File: config.mk
export PLATFORM = sky130hd
export DESIGN_NAME = instr_fetch_decode
export DESIGN_NICKNAME = d
export VERILOG_FILES = /design/src/rtl/riscv_pkg.sv /design/src/rtl/imm_gen.sv /design/src/rtl/instr_fetch_decode.sv
export SDC_FILE = /design/constraint.sdc
export NUM_CORES = 1
export LEC_CHECK = 0
export ABC_AREA = 1
export CELL_PAD_IN_SITES_DETAIL_PLACEMENT = 0
export CELL_PAD_IN_SITES_GLOBAL_PLACEMENT = 1
export CORE_MARGIN = 2
export CORE_UTILIZATION = 34
export DETAILED_ROUTE_END_ITERATION = 6
export MAX_ROUTING_LAYER = met4
export PLACE_DENSITY_LB_ADDON = 0.15
export SYNTH_ARGS = -nofsm -noshare
export SYNTH_HDL_FRONTEND = slang
export SYNTH_HIERARCHICAL = 1
export SYNTH_SLANG_ARGS = --single-unit
File: constraint.sdc
create_clock -name clk -period 2.07 [get_ports clk]
set_clock_uncertainty 0.2 [all_clocks]
set_input_delay 0.5175 -clock clk [delete_from_list [all_inputs] [get_ports clk]]
set_output_delay 0.5175 -clock clk [all_outputs]
set_load 0.1 [all_outputs]
File: src/rtl/riscv_pkg.sv
// Shared types for the RV32I front end: base opcodes, fetch FSM states and
// the registered decode bundle handed to the execute units.
package riscv_pkg;

  localparam logic [31:0] RESET_PC_DEFAULT = 32'h0000_0000;

  typedef enum logic [6:0] {
    OP_IMM = 7'b0010011,
    OP     = 7'b0110011,
    LOAD   = 7'b0000011,
    STORE  = 7'b0100011,
    BRANCH = 7'b1100011,
    JAL    = 7'b1101111,
    JALR   = 7'b1100111,
    LUI    = 7'b0110111,
    AUIPC  = 7'b0010111
  } opcode_t;

  typedef enum logic [2:0] {
    IDLE,
    REQ,
    WAIT,
    DROP,
    HOLD
  } fetch_state_t;

  typedef struct packed {
    logic [31:0] pc;
    logic [31:0] idata;
    logic [31:0] imm;
    logic        illegal;
  } dec_t;

  // Word-align an address; the low two bits of any fetch target are ignored.
  function automatic logic [31:0] word_align(input logic [31:0] addr);
    return {addr[31:2], 2'b00};
  endfunction

endpackage

File: src/rtl/imm_gen.sv
// Combinational RV32I immediate generator: sign-extends the immediate for the
// instruction format implied by the opcode and flags opcodes outside the base set.
module imm_gen
  import riscv_pkg::*;
(
  input  logic [31:0] idata,
  output logic [31:0] imm,
  output logic        illegal
);

  always_comb begin
    // NOTE: every output gets a default before the case so no path leaves a latch.
    imm     = '0;
    illegal = 1'b0;
    case (idata[6:0])
      OP_IMM, LOAD, JALR: imm = {{20{idata[31]}}, idata[31:20]};
      STORE:              imm = {{20{idata[31]}}, idata[31:25], idata[11:7]};
      BRANCH:             imm = {{19{idata[31]}}, idata[31], idata[7],
                                 idata[30:25], idata[11:8], 1'b0};
      LUI, AUIPC:         imm = {idata[31:12], 12'b0};
      JAL:                imm = {{11{idata[31]}}, idata[31], idata[19:12],
                                 idata[20], idata[30:21], 1'b0};
      OP:                 imm = '0;
      // FENCE and SYSTEM land here too: presented downstream as illegal.
      default:            illegal = 1'b1;
    endcase
  end

endmodule

File: src/rtl/instr_fetch_decode.sv
// RV32I fetch/decode front end: one outstanding instruction fetch, decode into
// registered dec_* outputs, valid/ready hand-off and redirect handling.
module instr_fetch_decode
  import riscv_pkg::*;
#(
  parameter logic [31:0] RESET_PC = RESET_PC_DEFAULT
) (
  input  logic        clk,
  input  logic        rst_n,
  output logic        imem_req,
  output logic [31:0] imem_addr,
  input  logic        imem_gnt,
  input  logic        imem_rvalid,
  input  logic [31:0] imem_rdata,
  input  logic        redirect_valid,
  input  logic [31:0] redirect_pc,
  output logic        dec_valid,
  input  logic        dec_ready,
  output logic [31:0] dec_pc,
  output logic [31:0] dec_idata,
  output logic [6:0]  dec_opcode,
  output logic [4:0]  dec_rs1,
  output logic [4:0]  dec_rs2,
  output logic [4:0]  dec_rd,
  output logic [31:0] dec_imm,
  output logic        dec_illegal
);

  localparam logic [31:0] START_PC = word_align(RESET_PC);

  fetch_state_t state_q, state_d;
  logic [31:0]  pc_q, pc_d;
  logic [31:0]  redirect_target;
  logic         grant;
  logic         capture;
  dec_t         dec_q;
  logic [31:0]  imm_w;
  logic         illegal_w;

  imm_gen u_imm_gen (
    .idata   (imem_rdata),
    .imm     (imm_w),
    .illegal (illegal_w)
  );

  assign redirect_target = word_align(redirect_pc);
  assign imem_req        = (state_q == REQ);
  assign imem_addr       = pc_q;
  assign grant           = imem_req & imem_gnt;

  always_comb begin
    state_d = state_q;
    pc_d    = pc_q;
    capture = 1'b0;
    case (state_q)
      IDLE: begin
        state_d = REQ;
        if (redirect_valid) pc_d = redirect_target;
      end
      REQ: begin
        // A redirect racing a grant leaves a response in flight that must be dropped.
        if (redirect_valid) begin
          pc_d = redirect_target;
          if (grant) state_d = DROP;
        end else if (grant) begin
          state_d = WAIT;
        end
      end
      WAIT: begin
        if (redirect_valid) begin
          pc_d    = redirect_target;
          state_d = imem_rvalid ? REQ : DROP;
        end else if (imem_rvalid) begin
          capture = 1'b1;
          pc_d    = pc_q + 32'd4;
          state_d = HOLD;
        end
      end
      DROP: begin
        if (redirect_valid) pc_d = redirect_target;
        if (imem_rvalid) state_d = REQ;
      end
      HOLD: begin
        // With dec_ready in the same cycle the consumer already owns the instruction.
        if (redirect_valid) begin
          pc_d    = redirect_target;
          state_d = REQ;
        end else if (dec_ready) begin
          state_d = REQ;
        end
      end
      default: state_d = IDLE;
    endcase
  end

  always_ff @(posedge clk or negedge rst_n) begin
    // NOTE: sequential state uses non-blocking assignments so every register samples pre-edge values.
    if (!rst_n) begin
      state_q <= IDLE;
      pc_q    <= START_PC;
    end else begin
      state_q <= state_d;
      pc_q    <= pc_d;
    end
  end

  always_ff @(posedge clk or negedge rst_n) begin
    if (!rst_n) begin
      dec_q <= '0;
    end else if (capture) begin
      dec_q.pc      <= pc_q;
      dec_q.idata   <= imem_rdata;
      dec_q.imm     <= imm_w;
      dec_q.illegal <= illegal_w;
    end
  end

  assign dec_valid   = (state_q == HOLD);
  assign dec_pc      = dec_q.pc;
  assign dec_idata   = dec_q.idata;
  assign dec_opcode  = dec_q.idata[6:0];
  assign dec_rd      = dec_q.idata[11:7];
  assign dec_rs1     = dec_q.idata[19:15];
  assign dec_rs2     = dec_q.idata[24:20];
  assign dec_imm     = dec_q.imm;
  assign dec_illegal = dec_q.illegal;

endmodule

==> flow_metrics.env <==
export IMPL_portBuffers=216
export IMPL_drt_pre_antenna_iters=5
export IMPL_drc=0
export IMPL_max_cap_viol_count=0
export IMPL_grt_overall_usage=0.210
export IMPL_final_area_um2=11900
export IMPL_die_height_um=148
export IMPL_crit_path_end="dec_valid"
export IMPL_fp_dieW_um=148
export IMPL_pin_count=223
export IMPL_drtAntennaViolNets=0
export IMPL_synthesis_area_per_instance_um2=8.16
export IMPL_finalCriticalPeriod_ns=2.06
export IMPL_regArea_um2=3230
export IMPL_finalHoldViolations=0
export IMPL_route_detailed_vias_per_inst=4.62
export IMPL_worstSetupStartpointType="flip-flop"
export IMPL_maximum_number_of_pins_on_one_net_before_global_route_repair=46
export IMPL_report_final_setup_viol=0
export IMPL_clk_pin_slew_worst_paths_ns=0.06
export IMPL_initial_antenna_violation_count=0
export IMPL_postRouteWirelength_um=21600
export IMPL_regToRegStartpoint="state_q[0]$_DFFE_PN0P_"
export IMPL_timing_hold_worst_class="reg2reg"
export IMPL_syn_area_um2=7060
export IMPL_cts_sink_count=128
export IMPL_worstSetupStartpoint="state_q[1]$_DFFE_PN0P_"
export IMPL_r2r_slack_ns=0.14
export IMPL_cts_root_buffer_cell="sky130_fd_sc_hd__clkbuf_16"
export IMPL_vias_in_the_first_global_route=6461
export IMPL_net_count_of_the_finished_layout=1180
export IMPL_cts_max_path_buffers=2
export IMPL_cp_data_arrival_time_ns=1.34
export IMPL_layout_commonest_cell="sky130_fd_sc_hd__nand2_1"
export IMPL_worst_path_max_fanout=4
export IMPL_routed_vias=6428
export IMPL_cts_tree="yes"
export IMPL_area_growth_pct=69.1
export IMPL_routedWlPerCell_um=15.5
export IMPL_rows=52
export IMPL_path_class="reg2out"
export IMPL_synth_sequential_area_ratio=0.454
export IMPL_design_die_area_um2=21900
export IMPL_placeableCoreArea_um2=20300
export IMPL_detail_route_iter0_violations=283
export IMPL_htree_levels=4
export IMPL_clock_fmax_ghz=0.485
export IMPL_rsz0062_at_grt="yes"
export IMPL_gp_routability_congestion=0.837
export IMPL_ys_types=31
export IMPL_post_route_cells_drive_above_1_share=0.324
export IMPL_most_common_layout_cells="257 x sky130_fd_sc_hd__nand2_1, 158 x sky130_fd_sc_hd__buf_12, 109 x sky130_fd_sc_hd__dfrtp_1, 79 x sky130_fd_sc_hd__inv_1, 77 x sky130_fd_sc_hd__nor2_1"
export IMPL_run_status="complete, no violations"
export IMPL_initial_utilization=0.348
export IMPL_worstSetupEndpointType="output pin"
export IMPL_worst_r2r_endpoint="dec_idata[19]$_DFFE_PN0P_"
export IMPL_worstPathRequired_ns=1.35
export IMPL_gr_total_overflow=0
export IMPL_synth_cells=865
export IMPL_place_hpwl_um=16800
export IMPL_antenna_diode_count=0
export IMPL_multi_input_area_um2=3250
export IMPL_layout_worst_path_cycle_share=0.995
export IMPL_num_fill_cells=1783
export IMPL_cts_buffers=17
export IMPL_timing_final_max_slew_violations=0
export IMPL_area_after_detailed_placement_um2=11300
export IMPL_yosysWarningCount=6
export IMPL_clock_insertion_delay_worst_skew_ns=0.42
export IMPL_ff2ff_path_depth=7
export IMPL_timing_setup_tns_ns=0
export IMPL_number_of_register_bits_inferred_by_synthesis=128
export IMPL_grt_pass1_wl_um=35100
-- cells in the mapped netlist (all sizes together) --
cell type | n | area, um2
a21oi | 20 | 100
buf | 45 | 322
clkbuf | 8 | 30.0
conb | 1 | 3.75
dfrtp | 128 | 3200
ha | 1 | 12.5
inv | 86 | 323
mux2 | 68 | 860
nand2 | 268 | 1030
nand3 | 76 | 390
nand4 | 2 | 12.5
nor2 | 88 | 362
nor3 | 3 | 20.0
nor4 | 1 | 6.26
o211ai | 2 | 15.0
o21ai | 56 | 280
or2 | 6 | 37.5
xnor2 | 2 | 17.5
xor2 | 4 | 35.0
-- layout make-up --
| cell class | count | share of cell area |
|---|---|---|
| Clock buffer | 22 | 0.0397 |
| Clock inverter | 10 | 0.00922 |
| Inverter | 86 | 0.0272 |
| Multi-Input combinational cell | 601 | 0.272 |
| Sequential cell | 128 | 0.271 |
| Tap cell | 270 | 0.0283 |
| Timing Repair Buffer | 275 | 0.353 |
-- kinds of logic after synthesis --
group	count (synthesis)	share of synthesized area
DFF	128	0.454
other	1	0.000531
xor gates and xnor gates	6	0.00744
AOI/OAI and AO/OA	78	0.0560
adders and majority gates	1	0.00177
muxes	68	0.122
buffers and inverters	139	0.0955
and+or+nand+nor	444	0.263
-- per-stage QoR --
step / worst slack (ns) / hold WS (ns) / std cells / util
after global routing: -0.0488 / 0.357 / 1392 / 0.588
final: 0.00979 / 0.342 / 1392 / 0.588
after CTS: 0.0132 / 0.334 / 1389 / 0.585
after detailed placement: -0.439 / 0.208 / 1354 / 0.555
after global placement: -0.387 / 0.208 / 1354 / 0.555
after floorplan: 0.00850 / 0.0219 / 868 / -
-- worst min-delay path by stage --
stage                               endpoint  cells after the start              startpoint
floorplan           dec_idata[0]$_DFFE_PN0P_                      0                   rst_n
global placement      dec_imm[2]$_DFFE_PN0P_                      1                   rst_n
detailed placement     dec_pc[5]$_DFFE_PN0P_                      1                   rst_n
CTS                    dec_pc[3]$_DFFE_PN0P_                      2                   rst_n
global route           dec_pc[5]$_DFFE_PN0P_                      2                   rst_n
finish                dec_pc[29]$_DFFE_PN0P_                      2  dec_pc[29]$_DFFE_PN0P_
-- flip-flops by register name, indices dropped and copies added (netlist names) --
name and count:
dec_idata 32, dec_illegal 1, dec_imm 32, dec_pc 30, imem_addr 30, state_q 3
-- routing by layer --
layer,track usage,share of wire,vias up
met2,0.344,0.49,195
met3,0.0359,0.047,22
met1,0.273,0.45,2989
li1,-,-,3222
met4,0.0533,0.014,0
met5,-,0,-
-- repair_timing --
action | 4_1_cts | 5_1_grt
endpoints found under the hold margin | 21 | 0
pin swaps | 1 | 2
hold buffers | 1 | 0
endpoints found under the setup margin | 3 | 17
resized for setup | 4 | 10
setup buffers | 2 | 3
-- worst max-delay path, cell delays in order, from the launching register on --
cell and delay [ns]:
sky130_fd_sc_hd__dfrtp_1 0.42, sky130_fd_sc_hd__nor2_2 0.15, sky130_fd_sc_hd__inv_2 0.08, sky130_fd_sc_hd__nor2_4 0.10
sky130_fd_sc_hd__buf_12 0.18
Power is left out: the tool's default activity adds up to more than one toggle a clock period on the data nets, which glitch-free logic cannot reach.
